`src/rtl/lenet_pkg.sv`:
```
// Shared scheduler state encoding, default timing constants and a width helper.
// Latency: none, declarations only.
// Backpressure: not applicable.
package lenet_pkg;

    typedef enum logic [2:0] {
        IDLE      = 3'd0,
        ARM       = 3'd1,
        GO        = 3'd2,
        WAIT_LOW  = 3'd3,
        WAIT_HIGH = 3'd4,
        GAP       = 3'd5
    } sched_state_t;

    localparam int DEF_TIMEOUT_CYCLES = 1000000;
    localparam int DEF_GAP_CYCLES     = 16;
    localparam int DEF_CNT_W          = 16;

    // Bits needed for a counter that must reach (max(a, b) - 1).
    function automatic int timer_width(input int a, input int b);
        int m;
        m = (a > b) ? a : b;
        return (m < 2) ? 1 : $clog2(m);
    endfunction

endpackage

```
`src/rtl/sched_timer.sv`:
```
// Cycle counter shared by the run-timeout and the inter-run gap phases.
// Latency: load/en act on the next edge; tc is a compare on the registered count.
// Backpressure: none; load wins over en, and the count wraps if left enabled past term.
module sched_timer #(
    parameter int W = 8
) (
    input  logic         clk,
    input  logic         rst,
    input  logic         load,
    input  logic         en,
    input  logic [W-1:0] term,
    output logic         tc
);

    logic [W-1:0] cnt;

    // restart from zero on load, otherwise advance while enabled
    always_ff @(posedge clk) begin
        if (rst) begin
            cnt <= '0;
        end else if (load) begin
            cnt <= '0;
        end else if (en) begin
            cnt <= cnt + W'(1);
        end
    end

    assign tc = (cnt == term);

endmodule

```
`src/rtl/lenet_scheduler.sv`:
```
// Schedules LeNet inferences: one go per stored frame, watchdog on each run, enforced idle gap.
// Latency: data_ready seen in ARM -> lenet_go on the next cycle; result registered one cycle after lenet_ready.
// Backpressure: one frame may wait while busy; a further frame overwrites it and raises sticky overrun.
module lenet_scheduler
    import lenet_pkg::*;
#(
    parameter int TIMEOUT_CYCLES = DEF_TIMEOUT_CYCLES,
    parameter int GAP_CYCLES     = DEF_GAP_CYCLES,
    parameter int CNT_W          = DEF_CNT_W
) (
    input  logic             clk,
    input  logic             rst,
    input  logic             enable,
    input  logic             data_ready,
    input  logic             lenet_ready,
    input  logic [3:0]       lenet_digit,
    output logic             lenet_go,
    output logic [3:0]       digit,
    output logic             digit_valid,
    output logic             busy,
    output logic             timeout_err,
    output logic             overrun,
    output logic [CNT_W-1:0] infer_count
);

    // A gap of zero would let two gos land back to back, so clamp it to one cycle.
    localparam int GAP_EFF = (GAP_CYCLES < 1) ? 1 : GAP_CYCLES;
    localparam int TMR_W   = timer_width(TIMEOUT_CYCLES, GAP_EFF);
    localparam logic [TMR_W-1:0] TO_TERM  = TMR_W'(TIMEOUT_CYCLES - 1);
    localparam logic [TMR_W-1:0] GAP_TERM = TMR_W'(GAP_EFF - 1);

    sched_state_t     state;
    sched_state_t     state_nxt;
    logic             pending;
    logic             frame_in;
    logic             tmr_load;
    logic             tmr_en;
    logic [TMR_W-1:0] tmr_term;
    logic             tmr_tc;
    logic             run_done;
    logic             run_tout;

    // Frames only count while scheduling is enabled.
    assign frame_in = data_ready & enable;

    // One timer serves both phases: it is zeroed on entry to GO (so its value is
    // cycles since the go pulse) and again on entry to GAP.
    sched_timer #(
        .W (TMR_W)
    ) u_timer (
        .clk  (clk),
        .rst  (rst),
        .load (tmr_load),
        .en   (tmr_en),
        .term (tmr_term),
        .tc   (tmr_tc)
    );

    // next-state, timer control and run-completion decode
    always_comb begin
        state_nxt = state;
        tmr_load  = 1'b0;
        tmr_en    = 1'b0;
        tmr_term  = (state == GAP) ? GAP_TERM : TO_TERM;
        run_done  = 1'b0;
        run_tout  = 1'b0;
        case (state)
            IDLE: begin
                if (enable) begin
                    state_nxt = ARM;
                end
            end
            ARM: begin
                if (pending || frame_in) begin
                    state_nxt = GO;
                    tmr_load  = 1'b1;
                end else if (!enable) begin
                    state_nxt = IDLE;
                end
            end
            GO: begin
                tmr_en    = 1'b1;
                state_nxt = WAIT_LOW;
            end
            WAIT_LOW: begin
                tmr_en = 1'b1;
                if (tmr_tc) begin
                    run_tout  = 1'b1;
                    tmr_load  = 1'b1;
                    state_nxt = GAP;
                end else if (!lenet_ready) begin
                    state_nxt = WAIT_HIGH;
                end
            end
            WAIT_HIGH: begin
                tmr_en = 1'b1;
                // A result arriving on the last allowed cycle still counts.
                if (lenet_ready) begin
                    run_done  = 1'b1;
                    tmr_load  = 1'b1;
                    state_nxt = GAP;
                end else if (tmr_tc) begin
                    run_tout  = 1'b1;
                    tmr_load  = 1'b1;
                    state_nxt = GAP;
                end
            end
            GAP: begin
                tmr_en = 1'b1;
                if (tmr_tc) begin
                    state_nxt = enable ? ARM : IDLE;
                end
            end
            default: begin
                state_nxt = IDLE;
            end
        endcase
    end

    // state register; control outputs are decoded from the next state so they align with it
    always_ff @(posedge clk) begin
        if (rst) begin
            state       <= IDLE;
            lenet_go    <= 1'b0;
            busy        <= 1'b0;
            digit_valid <= 1'b0;
        end else begin
            state       <= state_nxt;
            lenet_go    <= (state_nxt == GO);
            busy        <= (state_nxt != IDLE) && (state_nxt != ARM);
            digit_valid <= run_done;
        end
    end

    // result capture, completed-run count and sticky timeout flag
    always_ff @(posedge clk) begin
        if (rst) begin
            digit       <= 4'd0;
            infer_count <= '0;
            timeout_err <= 1'b0;
        end else begin
            if (run_done) begin
                digit       <= lenet_digit;
                infer_count <= infer_count + CNT_W'(1);
            end
            if (run_tout) begin
                timeout_err <= 1'b1;
            end
        end
    end

    // one-deep frame slot: consumed when leaving ARM, overflow is flagged and sticky
    always_ff @(posedge clk) begin
        if (rst) begin
            pending <= 1'b0;
            overrun <= 1'b0;
        end else begin
            case (state)
                IDLE: begin
                    pending <= 1'b0;
                end
                ARM: begin
                    if (state_nxt == GO) begin
                        pending <= 1'b0;
                        if (pending && frame_in) begin
                            overrun <= 1'b1;
                        end
                    end
                end
                default: begin
                    if (frame_in) begin
                        if (pending) begin
                            overrun <= 1'b1;
                        end
                        pending <= 1'b1;
                    end
                end
            endcase
        end
    end

endmodule

```
`config.mk`:
```
export PLATFORM = sky130hd
export DESIGN_NAME = lenet_scheduler
export DESIGN_NICKNAME = d
export VERILOG_FILES = /design/src/rtl/lenet_pkg.sv /design/src/rtl/sched_timer.sv /design/src/rtl/lenet_scheduler.sv
export SDC_FILE = /design/constraint.sdc
export NUM_CORES = 1
export LEC_CHECK = 0
export ABC_AREA = 1
export BUFFER_PORTS_ARGS = -buffer_cell sky130_fd_sc_hd__buf_2
export CORE_MARGIN = 5
export CORE_UTILIZATION = 45
export CTS_CLUSTER_SIZE = 25
export DETAILED_ROUTE_END_ITERATION = 12
export GPL_TIMING_DRIVEN = 0
export REMOVE_ABC_BUFFERS = 1
export SKIP_CTS_REPAIR_TIMING = 1
export SLEW_MARGIN = 40
export SYNTH_ARGS = -nofsm -noshare
export SYNTH_HDL_FRONTEND = slang
export SYNTH_SLANG_ARGS = --single-unit
```
`constraint.sdc`:
```
create_clock -name clk -period 1.87 [get_ports clk]
set_input_delay 0.4675 -clock clk [delete_from_list [all_inputs] [get_ports clk]]
set_output_delay 0.4675 -clock clk [all_outputs]
set_load 0.1 [all_outputs]
```
==> results.cfg <==
[status]
status = completed

[clock_tree]
clock-sinks = 49
insertion_delay_ns = 0.31
cts_buffers = 5
clk_pin_slew_ns = 0.09
htreeDepth = 2
root_buffer = clkbuf_8
cts_tree = yes
cts_buffer_depth = 2

[pwr]
ir_drop_mv = 0.291
p_seq_share_pct = 53.5
p_clk_share_pct = 40.6
p_leak_nw = 1.28
p_sw_share_pct = 23.5
p_per_area_nw_per_um2 = 660
combPwrFrac_pct = 5.9
p_int_mw = 1.52
power.switching_mw = 0.467

[setup_path]
critPathCaptureType = flop
worstPathRequired_ns = 2.06
cpMostUsedCell = nand2_1
worstSetupPathType = flop to flop
cp_slowest_stage_delay_ns = 0.45
cp_num_buf_inv = 0
worstPathCellList = nand2_1, nor2_1, nand2_1, nor2_2, nand3_4, nand2_1, nand2_1, nand3_4, nor2_2
critical_path.top_delay_family = simple AND/OR/NAND/NOR gates
worstPathArrival_ns = 1.93
crit_fanout = 20
start_kind = flop
cp_slowest_cell = dfxtp_1

[place]
io_buffers = 33
placed_cell_area_sq_um = 2860
placedCellCount = 468
gp_congestion = 0.854
place_hpwl_um = 4070

[timing]
fmax_mhz = 574
min_period_over_period_pct = 93.2
tightest_slew_ns = 0.523
final.setup_skew_ns = 0.00717
rsz0062_at_grt = true
finalMaxSlewViolations = 0
setup_viol = 0
relSlewSlack_pct = 65.1
hold_viol = 0
fin_crit_ns = 1.74

[logic_synthesis]
synth_cell_types = 34
yosysMostFrequentCell = nand2_1
ys_warn_count = 0
synth_edf_count = 0
synth_area_per_cell_sq_um = 7.15
syn_area_sq_um = 2640
synth-seq-cells = 49
synth_cells = 369
synth_top_area_share_pct = 37.2
yosys.area.top_type = dfxtp_1
seq_area_frac_synth_pct = 37.2
synthTopCellsByArea = dfxtp_1 37%, nand2_1 11%, nor2_1 8.0%
synth_ff_type = dfxtp_1
ys_async_sr_fraction_pct = 0
synth_common_cells = 75 x nand2_1, 56 x nor2_1, 49 x dfxtp_1

[die]
io_pins = 34
core_sq_um = 5610
std_cell_rows = 27
initial_utilization_pct = 47.1
die_h_um = 86.6
die_area_sq_um = 7500
die_w_um = 86.6

[drt]
antenna_left = 0
firstDrtPassIters = 4
vias_per_cell = 4.82
routed_wl_um = 5530
wl_per_cell_um = 11.6
vias = 2295
drc_errors = 0
drt_iter0_markers = 125

[cells_and_area]
syn_to_final_growth_pct = 13.9
multi_input_area_sq_um = 1470
final_nets = 414
stdcell_area_sq_um = 3010
n_antenna_cell = 0
final_util_pct = 53.6
nFillCells = 584
seqCellArea_sq_um = 983
drive_above_1_share_pct = 23.3
final-instance-count-excl-fill = 476

[global_route]
grt.total_usage_pct = 16.1
grt_pass1_vias = 2218
grt_max_degree = 21
grt_first_pass_wirelength_um = 9740
grt_antenna_before_repair = 0
grt-ovfl-total = 0

[min_path]
hold_path_class = primary input to flop

[run]
maxCapViolCount = 0
## path summary, 6_finish.rpt
check,start,end,slack [ns],depth (start not counted)
setup / recovery,u_timer.cnt[3],u_timer.cnt[19],0.13,9
hold / removal,lenet_digit[0],digit[0],0.38,3
setup reg to reg,u_timer.cnt[3],u_timer.cnt[19],0.13,9
hold reg to reg,timeout_err,timeout_err,0.45,2
## layout by cell type (no fill, tap or decap)
cell type   count
nand3b_1        1
nor2_2         21
inv_2           5
nand4_2         2
dfxtp_1        47
o21ai_1         3
nand4_1         7
nor2_4          2
nand2_1        75
buf_2          33
clkbuf_8        6
nor3b_2         1
a21oi_1        19
o21ai_0        13
nor3_2          2
xnor2_1         2
nor3_1          7
nand3_1        19
nand3_4         4
xor2_1         13
ha_1            1
o21a_1          2
inv_1          42
clkinvlp_4      1
or2_2           1
a211oi_1        1
nor2_1         56
a21oi_2         4
nor3b_4         1
nand4_4         1
dfxtp_2         2
nand2_4         2
nand2_2         2
ha_4            1
a31oi_1         1
bufinv_16       1
o211ai_1        1
nand3_2         2
## state kept, by name, indices dropped and copies added, names as in the netlist
signal and count:
busy 1, digit 4, digit_valid 1, infer_count 16, lenet_go 1, overrun 1
pending 1, state 3, timeout_err 1, u_timer.cnt 20
## cell type report
| cell class | count | share of cell area, % |
|---|---|---|
| multi-input combinational | 267 | 48.9 |
| sequential | 49 | 32.7 |
| inverter | 47 | 5.87 |
| timing repair buffer | 33 | 5.49 |
| tap | 72 | 3.00 |
| clock buffer | 6 | 2.75 |
| clock inverter | 2 | 1.25 |
## routing by layer
metal | global-route usage, % | part of all wire (%) | up-vias
met5 | 0 | 0 | -
met4 | 5.52 | 1.4 | 0
met3 | 3.90 | 4.3 | 5
met2 | 27.1 | 46 | 34
met1 | 20.1 | 48 | 1016
li1 | - | - | 1240
## cells by family after synthesis
family          Yosys count  synth area share [%]
compound gates           44                  9.34
simple gates            206                  39.4
buf+inv                  53                  8.16
fa+ha+maj                 2                 0.948
flops                    49                  37.2
xor+xnor                 15                  4.98
## worst min-delay path: stages
cell    delay, ns
buf_2        0.08
nor2_1       0.03
nor2_1       0.08
## power by group through the flow
stage / Combinational (mW) / Clock (mW) / Sequential, mW
after global placement: 0.115 / 0 / 1.08
after global routing: 0.131 / 0.878 / 1.06
after floorplan: 0.0654 / 0 / 1.10
after detailed placement: 0.116 / 0 / 1.09
final: 0.117 / 0.806 / 1.06
after CTS: 0.116 / 0.829 / 1.06
## metrics by stage
step	total power [mW]	hold slack (ns)	TNS (ns)	setup WS, ns
after floorplan	1.17	0.475	-1.52	-0.249
after global placement	1.20	0.440	-4.50	-0.289
after detailed placement	1.20	0.438	-4.02	-0.248
after CTS	2.01	0.372	-3.44	-0.199
after global routing	2.07	0.370	-0.0468	-0.0115
final	1.98	0.382	0	0.128
Note: power is estimated with default switching activity, not from simulation.
